[src/rtl/ham_15_11_dec_pipe.sv]
// Two-stage pipelined Hamming (15,11) SEC decoder with valid/ready streaming,
// global stall backpressure and a saturating corrected-word counter.
`default_nettype none

module ham_15_11_dec_pipe #(
    parameter int CNT_W = 16
) (
    input  logic             clk_i,
    input  logic             rst_n_i,
    input  logic [14:0]      din_i,
    input  logic             din_valid_i,
    output logic             din_ready_o,
    output logic [10:0]      dout_o,
    output logic             dout_valid_o,
    input  logic             dout_ready_i,
    output logic             err_o,
    output logic             dcorr_o,
    output logic [3:0]       synd_o,
    input  logic             cnt_clr_i,
    output logic [CNT_W-1:0] err_cnt_o
);

    logic        en;
    logic        v1;
    logic [14:0] cw1;
    logic [3:0]  s1;
    logic [3:0]  synd_c;
    logic [14:0] fixed_c;
    logic [10:0] data_c;

    // Both stages advance together whenever the output slot is free or draining.
    assign en          = !dout_valid_o || dout_ready_i;
    assign din_ready_o = en;

    always_comb begin
        synd_c = '0;
        for (int k = 0; k < 15; k++) begin
            for (int j = 0; j < 4; j++) begin
                if (((k + 1) & (1 << j)) != 0) begin
                    synd_c[j] = synd_c[j] ^ din_i[k];
                end
            end
        end
    end

    always_comb begin
        fixed_c = cw1;
        if (s1 != 4'd0) begin
            fixed_c[s1 - 4'd1] = ~cw1[s1 - 4'd1];
        end
        // Data occupies every non-power-of-two position, ascending.
        data_c = {fixed_c[14:8], fixed_c[6:4], fixed_c[2]};
    end

    always_ff @(posedge clk_i or negedge rst_n_i) begin
        if (!rst_n_i) begin
            v1  <= 1'b0;
            cw1 <= '0;
            s1  <= '0;
        end else if (en) begin
            v1 <= din_valid_i;
            if (din_valid_i) begin
                cw1 <= din_i;
                s1  <= synd_c;
            end
        end
    end

    always_ff @(posedge clk_i or negedge rst_n_i) begin
        if (!rst_n_i) begin
            dout_valid_o <= 1'b0;
            dout_o       <= '0;
            err_o        <= 1'b0;
            dcorr_o      <= 1'b0;
            synd_o       <= '0;
        end else if (en) begin
            dout_valid_o <= v1;
            if (v1) begin
                dout_o  <= data_c;
                err_o   <= (s1 != 4'd0);
                dcorr_o <= ((s1 & (s1 - 4'd1)) != 4'd0);
                synd_o  <= s1;
            end
        end
    end

    always_ff @(posedge clk_i or negedge rst_n_i) begin
        if (!rst_n_i) begin
            err_cnt_o <= '0;
        end else if (cnt_clr_i) begin
            err_cnt_o <= '0;
        end else if (dout_valid_o && dout_ready_i && err_o && (err_cnt_o != {CNT_W{1'b1}})) begin
            err_cnt_o <= err_cnt_o + 1'b1;
        end
    end

endmodule

`default_nettype wire
[config.mk]
export PLATFORM = sky130hd
export DESIGN_NAME = ham_15_11_dec_pipe
export DESIGN_NICKNAME = d
export VERILOG_FILES = /design/src/rtl/ham_15_11_dec_pipe.sv
export SDC_FILE = /design/constraint.sdc
export NUM_CORES = 1
export LEC_CHECK = 0
export ABC_CLOCK_PERIOD_IN_PS = 2200
export CORE_ASPECT_RATIO = 1.5
export CORE_MARGIN = 4
export CORE_UTILIZATION = 47
export DETAILED_ROUTE_END_ITERATION = 8
export PLACE_DENSITY = 0.72
export SYNTH_ARGS = -nofsm -noshare
export SYNTH_HDL_FRONTEND = slang
export SYNTH_SLANG_ARGS = --single-unit
[constraint.sdc]
create_clock -name clk_i -period 2.2 [get_ports clk_i]
set_input_delay 0.44 -clock clk_i [delete_from_list [all_inputs] [get_ports clk_i]]
set_output_delay 0.44 -clock clk_i [all_outputs]
set_load 0.1 [all_outputs]
# Yosys cells after proc, flatten, opt, wreduce, memory -nomap -nowiden
# Cells that the tools add are included.
# word_totals
wordCells	63
out_inout_bits	35
register_bits	54
input_bits	20
# classes
muxes	8
bitwise_logic	30
n_eq_ne	1
n_reduce_logical	11
n_addsub	2
order_cmp	2
# op_table
cell	count
16-bit 2-to-1 mux	2
1-bit bitwise XOR	28
16-bit by 1-bit adder with 16-bit output, second input constant	1
16-bit != test, second input constant	1
15-bit bitwise mux	1
15-bit 2-to-1 mux	1
4-bit nonzero test	2
4-bit by 5-bit < comparator with 1-bit output, second input constant	1
4-bit bitwise AND	1
1-bit binary-select mux with 4-bit select	1
1-bit demux with 4-bit select	1
4-bit by 1-bit >= comparator with 1-bit output, second input constant	1
1-bit logical AND	4
2-bit AND reduction	2
4-bit by 1-bit subtractor with 4-bit output, second input constant	1
1-bit 2-to-1 mux	2
2-bit nonzero test	1
1-bit logical NOT	1
1-bit logical OR	1
1-bit inverter	1

# Depth between registers and ports, before layout
# logic_depth
word_depth	7
depth_mapped	8
ltp_nobuf	8

# Worst setup path after synthesis
# No wires, ideal clock.
# synth_path
path_type	reg2reg
from	register dout_valid_o
to	register cw1[10]
stages_incl_launch_ff	5
period_less_slack_ns	3.061
required_ns	2.075
t_arrival_ns	2.936
path_slack_ns	-0.861
cell_sequence	dfrtp_1 nand2b_1 nand2_1 buf_1 mux2_2
# synth_between
elab_chain_len	3
# synth_rtl
item	line_no	source
from (decl)	14	output logic dout_valid_o,
from (signal assigned)	77	dout_valid_o <= v1;
1-bit logical NOT	32	assign en = !dout_valid_o || dout_ready_i;
1-bit logical OR	32	
via din_ready_o	12	output logic din_ready_o,
2-bit AND reduction (no source line)	--	
to (signal assigned)	63	cw1 <= din_i;
to (decl)	25	logic [14:0] cw1;
# The timed path passes the listed nets, and every way through them passes these cells.
# A chain may end at the register's enable or synchronous reset.

# Worst setup path after layout
# layout_path
from	register s1[1]
to	register dout_o[3]
# layout_between
elab_chain_len	7
elab_cells_between_ends	12
cone_classes	add/sub: 1; order compare: 2; mux: 6; bitwise: 1; reduce/logical: 2
# layout_rtl
item	line_no	source
from (decl)	26	logic [3:0] s1;
from (signal assigned)	64	s1 <= synd_c;
4-bit by 1-bit subtractor with 4-bit output	49	fixed_c[s1 - 4'd1] = ~cw1[s1 - 4'd1];
4-bit by 5-bit < comparator with 1-bit output (not written as such) / 4-bit by 1-bit >= comparator with 1-bit output (equally long branches)	49	
1-bit logical AND (not written as such)	49	
1-bit 2-to-1 mux (not written as such)	49	
1-bit demux with 4-bit select	49	
15-bit bitwise mux	49	
15-bit 2-to-1 mux (*)	48	if (s1 != 4'd0) begin
to (signal assigned)	79	dout_o <= data_c;
to (decl)	13	output logic [10:0] dout_o,
# Mark *: on every way between the ends. The rest lies on a longest branch, timed or not. The select of a mux whose other input is x is not followed.

==> results.json <==
{
  "multi_input_area_um2": 1490,
  "top_layer_used": "met4",
  "avgSynthCellArea_um2": 10.5,
  "fin_crit_sh_pct": 96.4,
  "fin_nets": 365,
  "path_class": "reg2reg",
  "wl_um": 6480,
  "syn_nets": 303,
  "core_um2": 5870,
  "status": "finished, final reports clean",
  "dp.cells": 400,
  "place_ws_ns": 0.0592,
  "firstDrtPassIters": 4,
  "clockBufferDepth": 2,
  "synth_cells": 274,
  "vias": 2247,
  "clkTransAtPathRegs_ns": 0.10,
  "place_hpwl_um": 5060,
  "final_common_cell": "buf_4",
  "grt_util_all_layers_pct": 17.8,
  "wire_per_inst_um": 15.8,
  "fin_ws_ns": 0.0790,
  "relSlewSlack_pct": 59.3,
  "max_stage_delay_ns": 0.37,
  "root_buffer": "clkbuf_8",
  "die_w_um": 72.0,
  "dpl-instance-area_um2": 3540,
  "drive_above_1_share_pct": 29.7,
  "cp-end-kind": "flip-flop",
  "reg2reg_to": "dout_o[3]$_DFFE_PN0P_",
  "cts_tree": "built",
  "cts.repair.resized": 0,
  "final_cell_mix": "43 x buf_4, 36 x dfrtp_1, 31 x nand2_1",
  "worst_clock_skew_ns": 0.0139,
  "rows": 34,
  "syn_to_final_growth_pct": 26.0,
  "cp-start-kind": "flip-flop",
  "power_density_nw_per_um2": 1240,
  "initial_utilization_pct": 49.2,
  "wl_met3_um": 307,
  "fin_area_um2": 3640,
  "fp.dieH_um": 104,
  "register_area_um2": 1370,
  "worst_ep_required_time_ns": 2.44,
  "rsz0062_at_grt": "no",
  "gp_congestion": 0.843,
  "reg2reg_depth": 7,
  "cts_max_level": 2,
  "io_buffers": 54,
  "nFillCells": 506,
  "path_max_fanout": 7,
  "yosys_warnings": 0,
  "crit_arrival_ns": 2.36,
  "drc": 0,
  "maxCapViolCount": 0,
  "hold_ws_ns": 0.120,
  "grt_max_degree": 31,
  "final_antenna_net_count": 0,
  "ys_seq_elements": 54,
  "worst_pin_slew_ns": 0.608,
  "setup_violations": 0,
  "ir_worst_vdd_mv": 1.06,
  "slowest_stage": "dfrtp_1",
  "numCtsBuffers": 5,
  "wl_met1_um": 2500,
  "hold_viol_final": 0,
  "io_pins": 55,
  "syn_area_um2": 2890,
  "synth_cell_types": 38,
  "max_freq_mhz": 471,
  "synth_seq_area_share_pct": 46.8,
  "cts_sinks": 54,
  "antennaDiodeCount": 0,
  "antenna_found_initial": 0,
  "leakage_nw": 1.62,
  "regToRegSetupSlack_ns": 0.08,
  "hp-class": "in2async",
  "fin_crit_ns": 2.12,
  "grt_overflow": 0,
  "instances_no_fill": 409,
  "grt_pass1_vias": 2172,
  "drt_first_iter_violations": 73,
  "dr_wl_met2_um": 3370,
  "maxSlewViolCount": 0,
  "grt_pass1_wl_um": 10600,
  "via_per_inst": 5.49,
  "clock_latency_ns": 0.31,
  "crit_chain": "inv_1, ha_4, mux2_4, a221oi_4, o21ai_2, or3_1, a31oi_1",
  "fp.dieArea_um2": 7490,
  "r2r-start": "s1[1]$_DFFE_PN0P_"
}
-- synth_stat cells --
library cell	count	area share, %
a211oi_1	2	0.52
a21o_1	1	0.26
a21oi_1	1	0.17
a221oi_4	1	0.91
a311oi_1	2	0.61
a31oi_1	4	0.87
a41oi_1	2	0.61
and2_1	2	0.43
and3_1	2	0.43
and4_1	2	0.61
buf_1	2	0.26
buf_2	1	0.17
buf_6	1	0.39
clkbuf_1	6	0.78
dfrtp_1	54	47
ha_1	9	3.9
inv_1	5	0.65
mux2_2	18	7.0
mux2_4	1	0.52
mux2i_1	15	5.2
mux4_2	1	0.78
nand2_1	31	4.0
nand2b_1	2	0.43
nand3_1	13	2.3
nand4_1	6	1.3
nor2_1	20	2.6
nor2b_1	1	0.22
nor2b_2	1	0.30
nor3_1	3	0.52
o211ai_1	5	1.3
o21a_1	1	0.26
o21ai_0	19	3.3
o21ai_1	1	0.17
o21ai_2	1	0.30
or3_1	5	1.1
or4_4	1	0.39
xnor2_1	20	6.1
xor2_1	12	3.6
-- through the flow --
stage | TNS, ns | utilization, % | power (W)
3_3_place_gp | 0 | 60.3 | 0.00393
5_1_grt | 0 | 62.0 | 0.00475
6_report | 0 | 62.0 | 0.00453
2_1_floorplan | -0.0264 | - | 0.00333
4_1_cts | 0 | 61.9 | 0.00455
3_5_place_dp | 0 | 60.3 | 0.00397
-- sequential cells by signal, indices dropped and copies added (netlist names) --
register / count
synd_o: 4
v1: 1
dout_valid_o: 1
cw1: 15
dcorr_o: 1
dout_o: 11
s1: 4
err_cnt_o: 16
err_o: 1
-- layer usage --
layer | vias to the layer above | global-route usage, %
met5 | - | 0
met4 | 0 | 9.54
met3 | 21 | 3.09
met2 | 71 | 31.6
met1 | 1063 | 19.6
li1 | 1092 | -
-- where the power goes --
group / switching [W] / internal [W]
sequential: 0.000164 / 0.00121
clock: 0.000327 / 0.000254
combinational: 0.00179 / 0.000788
-- cell families (layout without fill, tap and decap cells) --
family | count (synthesis) | after routing | share of synthesized area, %
AO/OA/AOI/OAI | 40 | 40 | 9.27
XOR/XNOR | 32 | 32 | 9.70
adder cells (fa/ha/maj) | 9 | 9 | 3.90
buffers and inverters | 15 | 78 | 2.25
flip-flops | 54 | 54 | 46.8
multiplexers | 35 | 35 | 13.5
AND/OR/NAND/NOR | 89 | 89 | 14.6
-- final cells by class --
class | instances | share of cell area (%)
repair buffers | 65 | 15.6
inverters | 5 | 0.584
clock inverters | 2 | 0.344
clock buffers | 6 | 2.27
multi-input cells | 205 | 41.0
flip-flops and latches | 54 | 37.7
well taps | 72 | 2.47
-- critical path, delay by kind of cell (launching register included) --
kind / cells / cell delay, ns
flip-flops: 1 / 0.37
AND/OR/NAND/NOR: 1 / 0.37
AO/OA/AOI/OAI: 3 / 0.54
multiplexers: 1 / 0.32
buffers and inverters: 1 / 0.11
adder cells (fa/ha/maj): 1 / 0.34
-- worst max path at each step --
stage	from	to	slack, ns	cells after the start
floorplan	s1[0]$_DFFE_PN0P_	dout_o[3]$_DFFE_PN0P_	-0.03	8
global placement	s1[1]$_DFFE_PN0P_	dout_o[3]$_DFFE_PN0P_	0.13	7
detailed placement	s1[1]$_DFFE_PN0P_	dout_o[3]$_DFFE_PN0P_	0.06	7
CTS	s1[1]$_DFFE_PN0P_	dout_o[3]$_DFFE_PN0P_	0.05	7
global route	s1[1]$_DFFE_PN0P_	dout_o[3]$_DFFE_PN0P_	0.0008	7
finish	s1[1]$_DFFE_PN0P_	dout_o[3]$_DFFE_PN0P_	0.08	7
-- timing repair --
action,CTS,global route
buffers inserted,0,1
endpoints found under the setup margin,0,3
hold buffers,0,0
(Power assumes the default switching activity.)
